[src/rtl/spi_frame_sequencer.sv]
// Frames the SPI byte stream into sync + 7-byte RGBW command frames.
// Each payload byte is strobed to staging, and the frame commit is deferred to a PWM period boundary.
module spi_frame_sequencer #(
  parameter logic [7:0]  SYNC_BYTE      = 8'h55,
  parameter int unsigned PAYLOAD_BYTES  = 7,
  parameter int unsigned TIMEOUT_CYCLES = 1024,
  parameter int unsigned TO_W           = 11
) (
  input  logic       i_clk,
  input  logic       i_reset,
  input  logic       i_clk_half,
  input  logic       i_rdy,
  input  logic [7:0] i_buff_rx_spi,
  input  logic       i_pwm_wrap,
  output logic       o_load_en,
  output logic [2:0] o_byte_idx,
  output logic [7:0] o_data_out,
  output logic       o_commit,
  output logic       o_frame_err,
  output logic       o_busy
);

  typedef enum logic [1:0] {
    HUNT      = 2'd0,
    RECV      = 2'd1,
    WAIT_WRAP = 2'd2
  } state_t;

  localparam logic [2:0]      LAST_IDX = 3'(PAYLOAD_BYTES - 1);
  localparam logic [TO_W-1:0] TO_LAST  = TO_W'(TIMEOUT_CYCLES - 1);

  state_t          r_state;
  logic [2:0]      r_idx;
  logic [TO_W-1:0] r_to;
  logic            r_rdy_q;
  logic            r_rdy_qq;
  logic            r_load_en;
  logic [2:0]      r_byte_idx;
  logic [7:0]      r_data_out;
  logic            r_commit;
  logic            r_frame_err;

  state_t          w_state_n;
  logic [2:0]      w_idx_n;
  logic [TO_W-1:0] w_to_n;
  logic            w_load_n;
  logic [2:0]      w_byte_idx_n;
  logic [7:0]      w_data_n;
  logic            w_commit_n;
  logic            w_err_n;
  logic            w_en;
  logic            w_byte_evt;
  logic            w_is_sync;

  assign w_en       = ~i_clk_half;
  assign w_byte_evt = w_en & r_rdy_q & ~r_rdy_qq;
  assign w_is_sync  = (i_buff_rx_spi == SYNC_BYTE);

  always_ff @(posedge i_clk) begin
    if (i_reset) begin
      r_state     <= HUNT;
      r_idx       <= '0;
      r_to        <= '0;
      r_rdy_q     <= 1'b0;
      r_rdy_qq    <= 1'b0;
      r_load_en   <= 1'b0;
      r_byte_idx  <= '0;
      r_data_out  <= '0;
      r_commit    <= 1'b0;
      r_frame_err <= 1'b0;
    end else begin
      if (w_en) begin
        r_rdy_q  <= i_rdy;
        r_rdy_qq <= r_rdy_q;
      end
      r_state     <= w_state_n;
      r_idx       <= w_idx_n;
      r_to        <= w_to_n;
      r_load_en   <= w_load_n;
      r_byte_idx  <= w_byte_idx_n;
      r_data_out  <= w_data_n;
      r_commit    <= w_commit_n;
      r_frame_err <= w_err_n;
    end
  end

  // Pulses default low; WAIT_WRAP watches pwm_wrap on every clk so a one-clk wrap is never missed.
  always_comb begin
    w_state_n    = r_state;
    w_idx_n      = r_idx;
    w_to_n       = r_to;
    w_load_n     = 1'b0;
    w_byte_idx_n = r_byte_idx;
    w_data_n     = r_data_out;
    w_commit_n   = 1'b0;
    w_err_n      = 1'b0;
    unique case (r_state)
      HUNT: begin
        if (w_byte_evt && w_is_sync) begin
          w_state_n = RECV;
          w_idx_n   = '0;
          w_to_n    = '0;
        end
      end
      RECV: begin
        if (w_byte_evt) begin
          w_load_n     = 1'b1;
          w_byte_idx_n = r_idx;
          w_data_n     = i_buff_rx_spi;
          w_to_n       = '0;
          if (r_idx == LAST_IDX) begin
            w_state_n = WAIT_WRAP;
          end else begin
            w_idx_n = r_idx + 3'd1;
          end
        end else if (w_en) begin
          if (r_to == TO_LAST) begin
            w_err_n   = 1'b1;
            w_state_n = HUNT;
            w_idx_n   = '0;
            w_to_n    = '0;
          end else begin
            w_to_n = r_to + 1'b1;
          end
        end
      end
      WAIT_WRAP: begin
        if (i_pwm_wrap || w_byte_evt) begin
          w_commit_n = 1'b1;
          w_state_n  = HUNT;
          // A byte arriving here commits early and is then treated as a fresh hunt byte.
          if (w_byte_evt && w_is_sync) begin
            w_state_n = RECV;
            w_idx_n   = '0;
            w_to_n    = '0;
          end
        end
      end
      default: begin
        w_state_n = HUNT;
        w_idx_n   = '0;
        w_to_n    = '0;
      end
    endcase
  end

  assign o_load_en   = r_load_en;
  assign o_byte_idx  = r_byte_idx;
  assign o_data_out  = r_data_out;
  assign o_commit    = r_commit;
  assign o_frame_err = r_frame_err;
  assign o_busy      = (r_state != HUNT);

endmodule
[config.mk]
export PLATFORM = sky130hd
export DESIGN_NAME = spi_frame_sequencer
export DESIGN_NICKNAME = d
export VERILOG_FILES = /design/src/rtl/spi_frame_sequencer.sv
export SDC_FILE = /design/constraint.sdc
export NUM_CORES = 1
export LEC_CHECK = 0
export BUFFER_PORTS_ARGS = -buffer_cell sky130_fd_sc_hd__buf_4
export CAP_MARGIN = 20
export CORE_ASPECT_RATIO = 0.5
export CORE_MARGIN = 2
export CORE_UTILIZATION = 40
export CTS_BUF_LIST = sky130_fd_sc_hd__clkbuf_16
export CTS_CLUSTER_DIAMETER = 60
export CTS_CLUSTER_SIZE = 14
export DETAILED_ROUTE_END_ITERATION = 10
export HOLD_SLACK_MARGIN = 0.15
export PLACE_DENSITY_LB_ADDON = 0.12
export SLEW_MARGIN = 10
export SYNTH_ARGS = -nofsm -noshare
export SYNTH_HDL_FRONTEND = slang
export SYNTH_SLANG_ARGS = --single-unit
[constraint.sdc]
create_clock -name i_clk -period 5.3 [get_ports i_clk]
set_clock_uncertainty 0.1 [all_clocks]
set_input_delay 0.265 -clock i_clk [delete_from_list [all_inputs] [get_ports i_clk]]
set_output_delay 0.265 -clock i_clk [all_outputs]
set_load 0.05 [all_outputs]
==> results of run 1 <==
## registers in the layout (all words and copies together), names as in the netlist
name / cells
r_to: 11
o_data_out: 8
o_byte_idx: 3
r_idx: 3
r_state: 2
o_commit: 1
o_frame_err: 1
o_load_en: 1
r_rdy_q: 1
r_rdy_qq: 1
## how the worst max path moves through the flow
| stage | start | to | slack (ns) | cells past startpoint |
|---|---|---|---|---|
| floorplan | r_to[0] | r_to[2] | 3.49 | 6 |
| global placement | i_buff_rx_spi[3] | r_to[7] | 3.24 | 5 |
| detailed placement | i_buff_rx_spi[3] | r_to[7] | 3.21 | 5 |
| CTS | i_buff_rx_spi[5] | r_to[7] | 2.94 | 6 |
| global route | i_buff_rx_spi[3] | r_to[7] | 2.82 | 6 |
| finish | i_buff_rx_spi[3] | r_to[5] | 2.92 | 6 |
## worst reg2reg max path: stages, from the launching register on
cell and delay [ns]:
dfxtp_1 0.39, ha_1 0.22, and3_1 0.30, nand4b_1 0.38, a221oi_1 0.44, a21boi_0 0.13
## cell families (layout without fill, tap and decap cells)
logic type	count (synthesis)	count (layout)	synth area share, %
adders and majority gates	3	3	2.41
muxes	2	2	1.28
buffers and inverters	16	50	4.65
DFF	32	32	41.1
AOI/OAI and AO/OA	45	45	20.2
and+or+nand+nor	86	86	30.3
## routing by layer
metal,share of wire (%),track usage [%]
met3,6.7,7.26
met2,42,30.6
met4,1.2,7.16
met1,50,22.1
met5,0,0
## layout by cell type, fill, tap and decap left out, types with 3 or more instances in the layout
| cell | n |
|---|---|
| clkbuf_16 | 5 |
| and3_1 | 3 |
| a32oi_1 | 4 |
| dfxtp_1 | 32 |
| a21oi_1 | 20 |
| ha_1 | 3 |
| nor3_1 | 6 |
| nand2_1 | 34 |
| nand4_1 | 3 |
| nor2_1 | 6 |
| inv_1 | 9 |
| buf_4 | 27 |
| o21ai_0 | 3 |
| dlygate4sd3_1 | 7 |
| nand3_1 | 10 |
## layout make-up
class | instances | area share [%]
flip-flops and latches | 32 | 31.8
multi-input cells | 136 | 41.9
well taps | 51 | 3.16
clock buffers | 5 | 6.20
inverters | 8 | 1.49
clock inverters | 3 | 1.92
repair buffers | 34 | 13.5
## what timing repair did
action,CTS,global route
resized for setup,0,0
hold buffers,7,0
buffers inserted,0,0
endpoints found under the hold margin,7,0
## power by group through the flow
| stage | registers (mW) | clock network, mW | logic, mW |
|---|---|---|---|
| finish | 0.242 | 0.319 | 0.0236 |
| global route | 0.242 | 0.342 | 0.0252 |
| floorplan | 0.247 | 0 | 0.0102 |
| CTS | 0.242 | 0.325 | 0.0235 |
| global placement | 0.247 | 0 | 0.0192 |
| detailed placement | 0.247 | 0 | 0.0193 |
==> impl_metrics.json, run 1 <==
{
  "antennaDiodeCount": 0,
  "worstSkewPairLatency_ns": 0.28,
  "path_delay_family": "simple AND/OR/NAND/NOR gates",
  "grt_pass1_wl_mm": 5.92,
  "finalNonFillerCells": 269,
  "min_path_type": "input port to flip-flop",
  "pre_cts_ws_ns": 3.21,
  "synth.most_common_cell": "nand2_1",
  "max_freq_ghz": 0.419,
  "via_count": 1460,
  "final_hold_viol_count": 0,
  "synthTopCellsByArea": "dfxtp_1, nand2_1, a21oi_1",
  "drtPass1Iterations": 4,
  "slowest_delay_ns": 0.54,
  "reg2reg_to": "r_state[0]",
  "synthArstFlopShare_pct": 0,
  "worstPathMaxFanout": 9,
  "syn_to_final_growth_pct": 29.4,
  "multiInputGateArea_um2": 846,
  "path_class": "input port to flip-flop",
  "vias_per_cell": 5.43,
  "cts_tree": "built",
  "slowest_stage": "nor4bb_1",
  "slew_viol_final": 0,
  "rows": 15,
  "drive_gt1_share_pct": 19.7,
  "setup_slack_ns": 2.92,
  "r2r_start": "r_to[0]",
  "path_buf_inv": 2,
  "drt-wirelength-per-cell_um": 13.8,
  "status": "complete, no violations",
  "min_path_cells": 3,
  "synth_cell_types": 50,
  "grt_pass1_vias": 1218,
  "ios": 28,
  "seqPwrFrac_pct": 41.5,
  "hold_slack_ns": 0.149,
  "ys_seq_area_share_pct": 41.1,
  "cts_buffers": 5,
  "die_area_um2": 4440,
  "portBuffers": 27,
  "power_leakage_nw": 0.763,
  "clock-sinks": 32,
  "intPower_mw": 0.473,
  "fp.coreArea_um2": 3580,
  "pwr-share-comb_pct": 4.0,
  "rsz0062_at_grt": "false",
  "synth_common_cells": "nand2_1, dfxtp_1, a21oi_1",
  "die_h_um": 48.1,
  "totalWireLength_mm": 3.72,
  "finalSetupTns_ns": 0,
  "ff2ff_path_depth": 5,
  "start_util_pct": 43.5,
  "seq_area_um2": 641,
  "drt_iter0_markers": 69,
  "worstMarginPinSlew_ns": 0.650,
  "setup_viol": 0,
  "grt_max_degree": 26,
  "clkPwrFrac_pct": 54.5,
  "antenna_found_initial": 0,
  "rrSetupSlack_ns": 3.21,
  "power.density_nw_per_um2": 290,
  "clk_pin_slew_ns": 0.05,
  "ys_ff_latch": 32,
  "drc": 0,
  "cp-end-kind": "flip-flop",
  "ys.flop_type": "dfxtp_1",
  "relSlewSlack_pct": 56.3,
  "die_x_um": 92.3,
  "ctsRootBufferMaster": "clkbuf_16",
  "post-route-period-util_pct": 45.0,
  "yosys_warnings": 0,
  "finalPower_mw": 0.585,
  "gp_congestion": 0.770,
  "syn_area_um2": 1560,
  "synthesis.nets": 200,
  "crit_path_cell_trace": "dlygate4sd3_1 > buf_4 > nor4bb_1 > nand3_1 > and3_1 > a211o_1",
  "fin_area_um2": 2020,
  "max-cap-violations": 0,
  "p_switching_mw": 0.112,
  "grt.overflow.total": 0,
  "final_util_pct": 56.3,
  "synth.top_cell.area_share_pct": 41.1,
  "avgSynthCellArea_um2": 8.47,
  "clockBufferDepth": 2,
  "post_dp_cell_area_um2": 1780,
  "hold_path_end": "o_data_out[2]",
  "swShare_pct": 19.1,
  "fin_nets": 233,
  "crit_arrival_ns": 2.45,
  "synth_cells": 184,
  "dp_hpwl_mm": 2.53,
  "dp_cells": 254,
  "htreeDepth": 2,
  "synth-edff-count": 0,
  "cp-start-kind": "input port",
  "ant_nets": 0,
  "hp-start": "i_buff_rx_spi[2]",
  "period_minus_slack_ns": 2.38,
  "nFillCells": 337,
  "yosysTopAreaCell": "dfxtp_1",
  "crit_required_ns": 5.36,
  "max-vdd-ir-drop_mv": 0.155,
  "grt_use_total_pct": 18.2
}
Power figures use the tool's default switching activity.
==> run 2: changes to the inputs <==
==> constraint.sdc (replaced) <==
create_clock -name i_clk -period 2 [get_ports i_clk]
set_clock_uncertainty 0.1 [all_clocks]
set_input_delay 0.1 -clock i_clk [delete_from_list [all_inputs] [get_ports i_clk]]
set_output_delay 0.1 -clock i_clk [all_outputs]
set_load 0.05 [all_outputs]
==> run 2 against run 1 <==
Sequential share of layout area down 2.6 points. Utilization up 5.0 points. Register-to-register slack worse by 3.1 ns. Die area unchanged. Worst setup slack worse by 2.8 ns. Via count up 5.1%. Total power rose to 2.7 times the previous value. Critical endpoint is now r_to[2]. Largest power group unchanged. Highest routed layer unchanged.
==> impl_metrics.json, run 2 (synthesis gave the netlist of run 1 again) <==
{
  "ant_nets": 0,
  "final_cell_mix": "buf_4, nand2_1, dfxtp_1",
  "grt.overflow.total": 0,
  "cp-end-kind": "flip-flop",
  "setup_viol": 0,
  "crit_top_cell": "buf_4",
  "wl_met1_mm": 1.89,
  "max-cap-violations": 0,
  "antennaDiodeCount": 0,
  "rrSetupSlack_ns": 0.12,
  "portBuffers": 27,
  "fin_nets": 251,
  "clockBufferDepth": 2,
  "path_buf_inv": 3,
  "post-route-period-util_pct": 94.3,
  "finalSetupTns_ns": 0,
  "grt_pass1_vias": 1401,
  "clk_pin_slew_ns": 0.05,
  "final_util_pct": 61.3,
  "dp_hpwl_mm": 2.78,
  "max_freq_ghz": 0.530,
  "power_leakage_nw": 0.841,
  "largest_reg_flops": 11,
  "vias_per_cell": 5.34,
  "final_common_cell": "buf_4",
  "die_h_um": 48.1,
  "slowest_stage": "dlygate4sd3_1",
  "rows": 15,
  "die_x_um": 92.3,
  "drt_iter0_markers": 67,
  "status": "complete, no violations",
  "gp_congestion": 0.812,
  "crit_path_cell_trace": "dlygate4sd3_1 > buf_4 > nor4bb_2 > buf_4 > a32oi_4 > or3_4 > o311ai_2",
  "fp.coreArea_um2": 3580,
  "path_class": "input port to flip-flop",
  "syn_to_final_growth_pct": 40.9,
  "post_dp_cell_area_um2": 1880,
  "period_minus_slack_ns": 1.89,
  "totalWireLength_mm": 4.06,
  "rsz0062_at_grt": "false",
  "grt_pass1_wl_mm": 6.72,
  "grt_max_degree": 26,
  "start_util_pct": 43.5,
  "cts_tree": "built",
  "worstMarginPinSlew_ns": 0.435,
  "slew_viol_final": 0,
  "worstPathMaxFanout": 7,
  "clock-sinks": 32,
  "path_delay_family": "buffers and inverters",
  "worstSkewPairLatency_ns": 0.28,
  "htreeDepth": 2,
  "power.density_nw_per_um2": 710,
  "final_hold_viol_count": 0,
  "ctsRootBufferMaster": "clkbuf_16",
  "via_count": 1534,
  "crit_arrival_ns": 1.97,
  "die_area_um2": 4440,
  "relSlewSlack_pct": 71.0,
  "fin_area_um2": 2200,
  "cts_buffers": 5,
  "max-vdd-ir-drop_mv": 0.566,
  "cp-start-kind": "input port",
  "drc": 0,
  "drtPass1Iterations": 4,
  "drt-wirelength-per-cell_um": 14.1,
  "ios": 28,
  "antenna_found_initial": 0,
  "wl_met2_mm": 1.92,
  "met3_length_um": 209,
  "slowest_delay_ns": 0.55,
  "crit_required_ns": 2.08,
  "drive_gt1_share_pct": 23.7,
  "min_path_type": "input port to flip-flop",
  "largest_register": "r_to",
  "grt_use_total_pct": 20.0,
  "top_layer": "met4"
}
## run 2: cell count changes in the layout (fill, tap and decap cells not counted)
cell / change
nor4bb_1: -1
a32oi_2: -1
buf_12: +1
and4b_1: -1
buf_4: +11
a32oi_4: +1
clkinv_2: -1
and4b_2: +1
inv_1: -1
clkinv_1: +2
dlygate4sd3_1: +6
nor4bb_2: +1
## run 2: through the flow
| step | instances | hold slack (ns) | setup slack, ns | power [mW] |
|---|---|---|---|---|
| floorplan | 184 | 0.136 | 0.190 | 0.682 |
| global placement | 265 | 0.233 | 0.169 | 0.710 |
| detailed placement | 265 | 0.237 | 0.123 | 0.709 |
| CTS | 287 | 0.215 | 0.0580 | 1.58 |
| global route | 287 | 0.232 | 0.00301 | 1.62 |
| finish | 287 | 0.233 | 0.114 | 1.56 |
## run 2: final timing paths
path / depth (start not counted) / to / from
worst max-delay path: 7 / r_to[2] / i_buff_rx_spi[5]
worst min-delay path: 3 / o_commit / i_clk_half
worst max register to register: 5 / r_to[2] / r_to[0]
worst min register to register: 2 / o_data_out[3] / o_data_out[3]
## run 2: worst min-delay path: cells and delay by family
kind	cells	cell delay, ns
compound gates	1	0.24
buf+inv	1	0.14
simple gates	1	0.08
## run 2: layout make-up
cell class / count / area, µm²
Multi-Input combinational cell: 136 / 865
Clock buffer: 5 / 125
Fill cell: 313 / 1390
Inverter: 8 / 30.0
Timing Repair Buffer: 52 / 435
Clock inverter: 3 / 37.5
Tap cell: 51 / 63.8
Sequential cell: 32 / 641
## run 2: where the power goes
part / switching (mW) / internal (mW) / total, mW
Sequential: 0.00248 / 0.640 / 0.643
Combinational: 0.0329 / 0.0442 / 0.0771
Clock: 0.262 / 0.578 / 0.840
## run 2: what timing repair did
action / 4_1_cts / 5_1_grt
resized for setup: 0 / 3
buffers inserted: 0 / 1
hold buffers: 14 / 0
setup endpoints to repair: 0 / 13
hold endpoints to repair: 22 / 0
## run 2: metal layers
metal	GRT usage [%]	up-vias
li1	-	777
met1	25.2	721
met2	34.9	31
met3	5.26	5
met4	8.06	0
met5	0	-
==> run 3: changes to the inputs <==
--- a/config.mk
+++ b/config.mk
@@ -5,6 +5,7 @@
 export SDC_FILE = /design/constraint.sdc
 export NUM_CORES = 1
 export LEC_CHECK = 0
+export ABC_AREA = 1
 export BUFFER_PORTS_ARGS = -buffer_cell sky130_fd_sc_hd__buf_4
 export CAP_MARGIN = 20
 export CORE_ASPECT_RATIO = 0.5
==> run 3 against run 2 <==
Sequential share of layout area rose by 0.80 points. Highest routed layer unchanged. Via count fell by 1.8%. First-iteration DRC count fell by 39%. Wire length fell by 13%. Sequential power barely moved.
==> impl_metrics.json, run 3 <==
{
  "cp-start-kind": "input port",
  "drive_gt1_share_pct": 20.8,
  "path_buf_inv": 4,
  "antenna_found_initial": 0,
  "ant_nets": 0,
  "fin_area_um2": 2140,
  "grt.overflow.total": 0,
  "final_common_cell": "nand2_1",
  "final_cell_mix": "nand2_1, nor2_1, dfxtp_1",
  "ys_ff_latch": 32,
  "ys_seq_area_share_pct": 41.2,
  "via_count": 1506,
  "crit_required_ns": 2.12,
  "synthesis.nets": 237,
  "largest_register": "r_to",
  "synth_mux_area_share_pct": 0,
  "crit_arrival_ns": 2.02,
  "max-cap-violations": 0,
  "ctsRootBufferMaster": "clkbuf_16",
  "synth-xor-area-share_pct": 0.563,
  "gp_congestion": 0.800,
  "cts_tree": "built",
  "status": "complete, no violations",
  "cts_buffers": 5,
  "met3_length_um": 185,
  "max_freq_ghz": 0.526,
  "yosys_warnings": 0,
  "synth.most_common_cell": "nand2_1",
  "crit_top_cell": "dlygate4sd3_1",
  "final_hold_viol_count": 0,
  "wl_met1_mm": 1.71,
  "path_class": "input port to flip-flop",
  "htreeDepth": 2,
  "synth_top_family_by_area": "simple AND/OR/NAND/NOR gates",
  "setup_viol": 0,
  "final_util_pct": 59.7,
  "cp-end-kind": "flip-flop",
  "relSlewSlack_pct": 69.7,
  "yosysTopAreaCell": "dfxtp_1",
  "ios": 28,
  "grt_pass1_wl_mm": 5.95,
  "avgSynthCellArea_um2": 7.04,
  "nFillCells": 333,
  "die_x_um": 92.2,
  "largest_reg_flops": 11,
  "totalWireLength_mm": 3.54,
  "synth-simple-area-share_pct": 37.2,
  "power.density_nw_per_um2": 728,
  "syn_area_um2": 1560,
  "drc": 0,
  "die_area_um2": 4440,
  "synthTopCellsByArea": "dfxtp_1, nand2_1, nor2_1",
  "max-vdd-ir-drop_mv": 0.303,
  "clock-sinks": 32,
  "dp_hpwl_mm": 2.55,
  "synth_common_cells": "nand2_1, nor2_1, dfxtp_1",
  "top_layer": "met4",
  "fp.coreArea_um2": 3580,
  "synth_cells": 221,
  "seq_area_um2": 641,
  "drtPass1Iterations": 4,
  "clk_pin_slew_ns": 0.05,
  "drt-wirelength-per-cell_um": 11.0,
  "slowest_stage": "dlygate4sd3_1",
  "power_leakage_nw": 0.975,
  "post_dp_cell_area_um2": 1820,
  "synthAdderAreaFrac_pct": 2.41,
  "synth-compound-area-share_pct": 10.6,
  "crit_path_cell_trace": "dlygate4sd3_1 > buf_4 > inv_2 > nand3b_4 > nor2_4 > nand3_1 > a21oi_1 > dlygate4sd3_1",
  "post-route-period-util_pct": 95.1,
  "clockBufferDepth": 2,
  "vias_per_cell": 4.71,
  "start_util_pct": 43.4,
  "synth-edff-count": 0,
  "synth.top_cell.area_share_pct": 41.2,
  "antennaDiodeCount": 0,
  "period_minus_slack_ns": 1.90,
  "worstPathMaxFanout": 5,
  "wl_met2_mm": 1.60,
  "slowest_delay_ns": 0.55,
  "portBuffers": 27,
  "synthArstFlopShare_pct": 0,
  "syn_to_final_growth_pct": 37.4,
  "drt_iter0_markers": 41,
  "worstMarginPinSlew_ns": 0.454,
  "ys.flop_type": "dfxtp_1",
  "grt_pass1_vias": 1313,
  "grt_max_degree": 17,
  "die_h_um": 48.1,
  "fin_nets": 284,
  "min_path_type": "flip-flop to flip-flop",
  "slew_viol_final": 0,
  "path_delay_family": "buffers and inverters",
  "synth_cell_types": 26,
  "rows": 15,
  "multiInputGateArea_um2": 802,
  "grt_use_total_pct": 17.7,
  "worstSkewPairLatency_ns": 0.27,
  "hold_slack_ns": 0.404
}
run 3: changes by cell type in the layout (fill, tap and decap cells not counted), sizes merged, moves of 3 or more:
cell / before / now
a21oi: 20 / 16
o21ai: 3 / 14
nand4: 3 / 7
inv: 8 / 30
buf: 39 / 30
and3: 3 / 0
nand3: 10 / 16
nor2: 7 / 44
nor3: 6 / 3
nand2: 34 / 48
a32oi: 5 / 0
run 3: final timing paths:
check	from	slack, ns	cells after the start	end
setup / recovery	i_clk_half	0.1	8	r_state[1]
setup reg to reg	r_state[0]	0.29	7	r_state[1]
hold / removal	r_to[0]	0.40	2	r_to[0]
hold reg to reg	r_to[0]	0.40	2	r_to[0]
run 3: worst reg2reg max path, delay by kind of cell (launching register included):
kind            cells  cell delay, ns
simple gates        3            0.36
buf+inv             3            0.73
compound gates      1            0.14
flops               1            0.33
run 3: report_power, final:
group,switching [mW],total [mW],internal [mW]
sequential,0.00309,0.644,0.641
clock,0.262,0.841,0.579
combinational,0.0329,0.0712,0.0382
total,0.298,1.56,1.26
run 3: timing repair:
action	CTS	global route
hold endpoints to repair	18	0
setup buffers	0	2
resized for setup	0	2
hold buffers	13	0
setup endpoints to repair	0	2
run 3: metrics by stage:
stage | worst slack, ns | cells | setup TNS (ns) | power (mW)
global placement | 0.296 | 297 | 0 | 0.707
global route | -0.0272 | 320 | -0.0272 | 1.62
floorplan | 0.446 | 221 | 0 | 0.681
detailed placement | 0.252 | 297 | 0 | 0.708
finish | 0.0989 | 320 | 0 | 1.56
CTS | 0.0228 | 318 | 0 | 1.57
run 3: logic make-up (layout without fill, tap and decap cells):
| family | count (synthesis) | after routing |
|---|---|---|
| AND/OR/NAND/NOR | 122 | 122 |
| buffers and inverters | 33 | 81 |
| flip-flops | 32 | 32 |
| AO/OA/AOI/OAI | 30 | 30 |
| adder cells (fa/ha/maj) | 3 | 3 |
| XOR/XNOR | 1 | 1 |
run 3: per-layer routing:
metal  vias to the layer above  global-route usage, %
li1                        802                      -
met1                       675                   22.3
met2                        24                   29.4
met3                         5                   6.80
met4                         0                   5.37
met5                         -                      0
run 3: final cells by class:
type / instances / share of cell area (%)
clock buffer: 5 / 5.85
clock inverter: 3 / 1.81
inverter: 30 / 5.27
multi-input combinational: 156 / 37.5
sequential: 32 / 30.0
tap: 51 / 2.98
timing repair buffer: 43 / 16.6
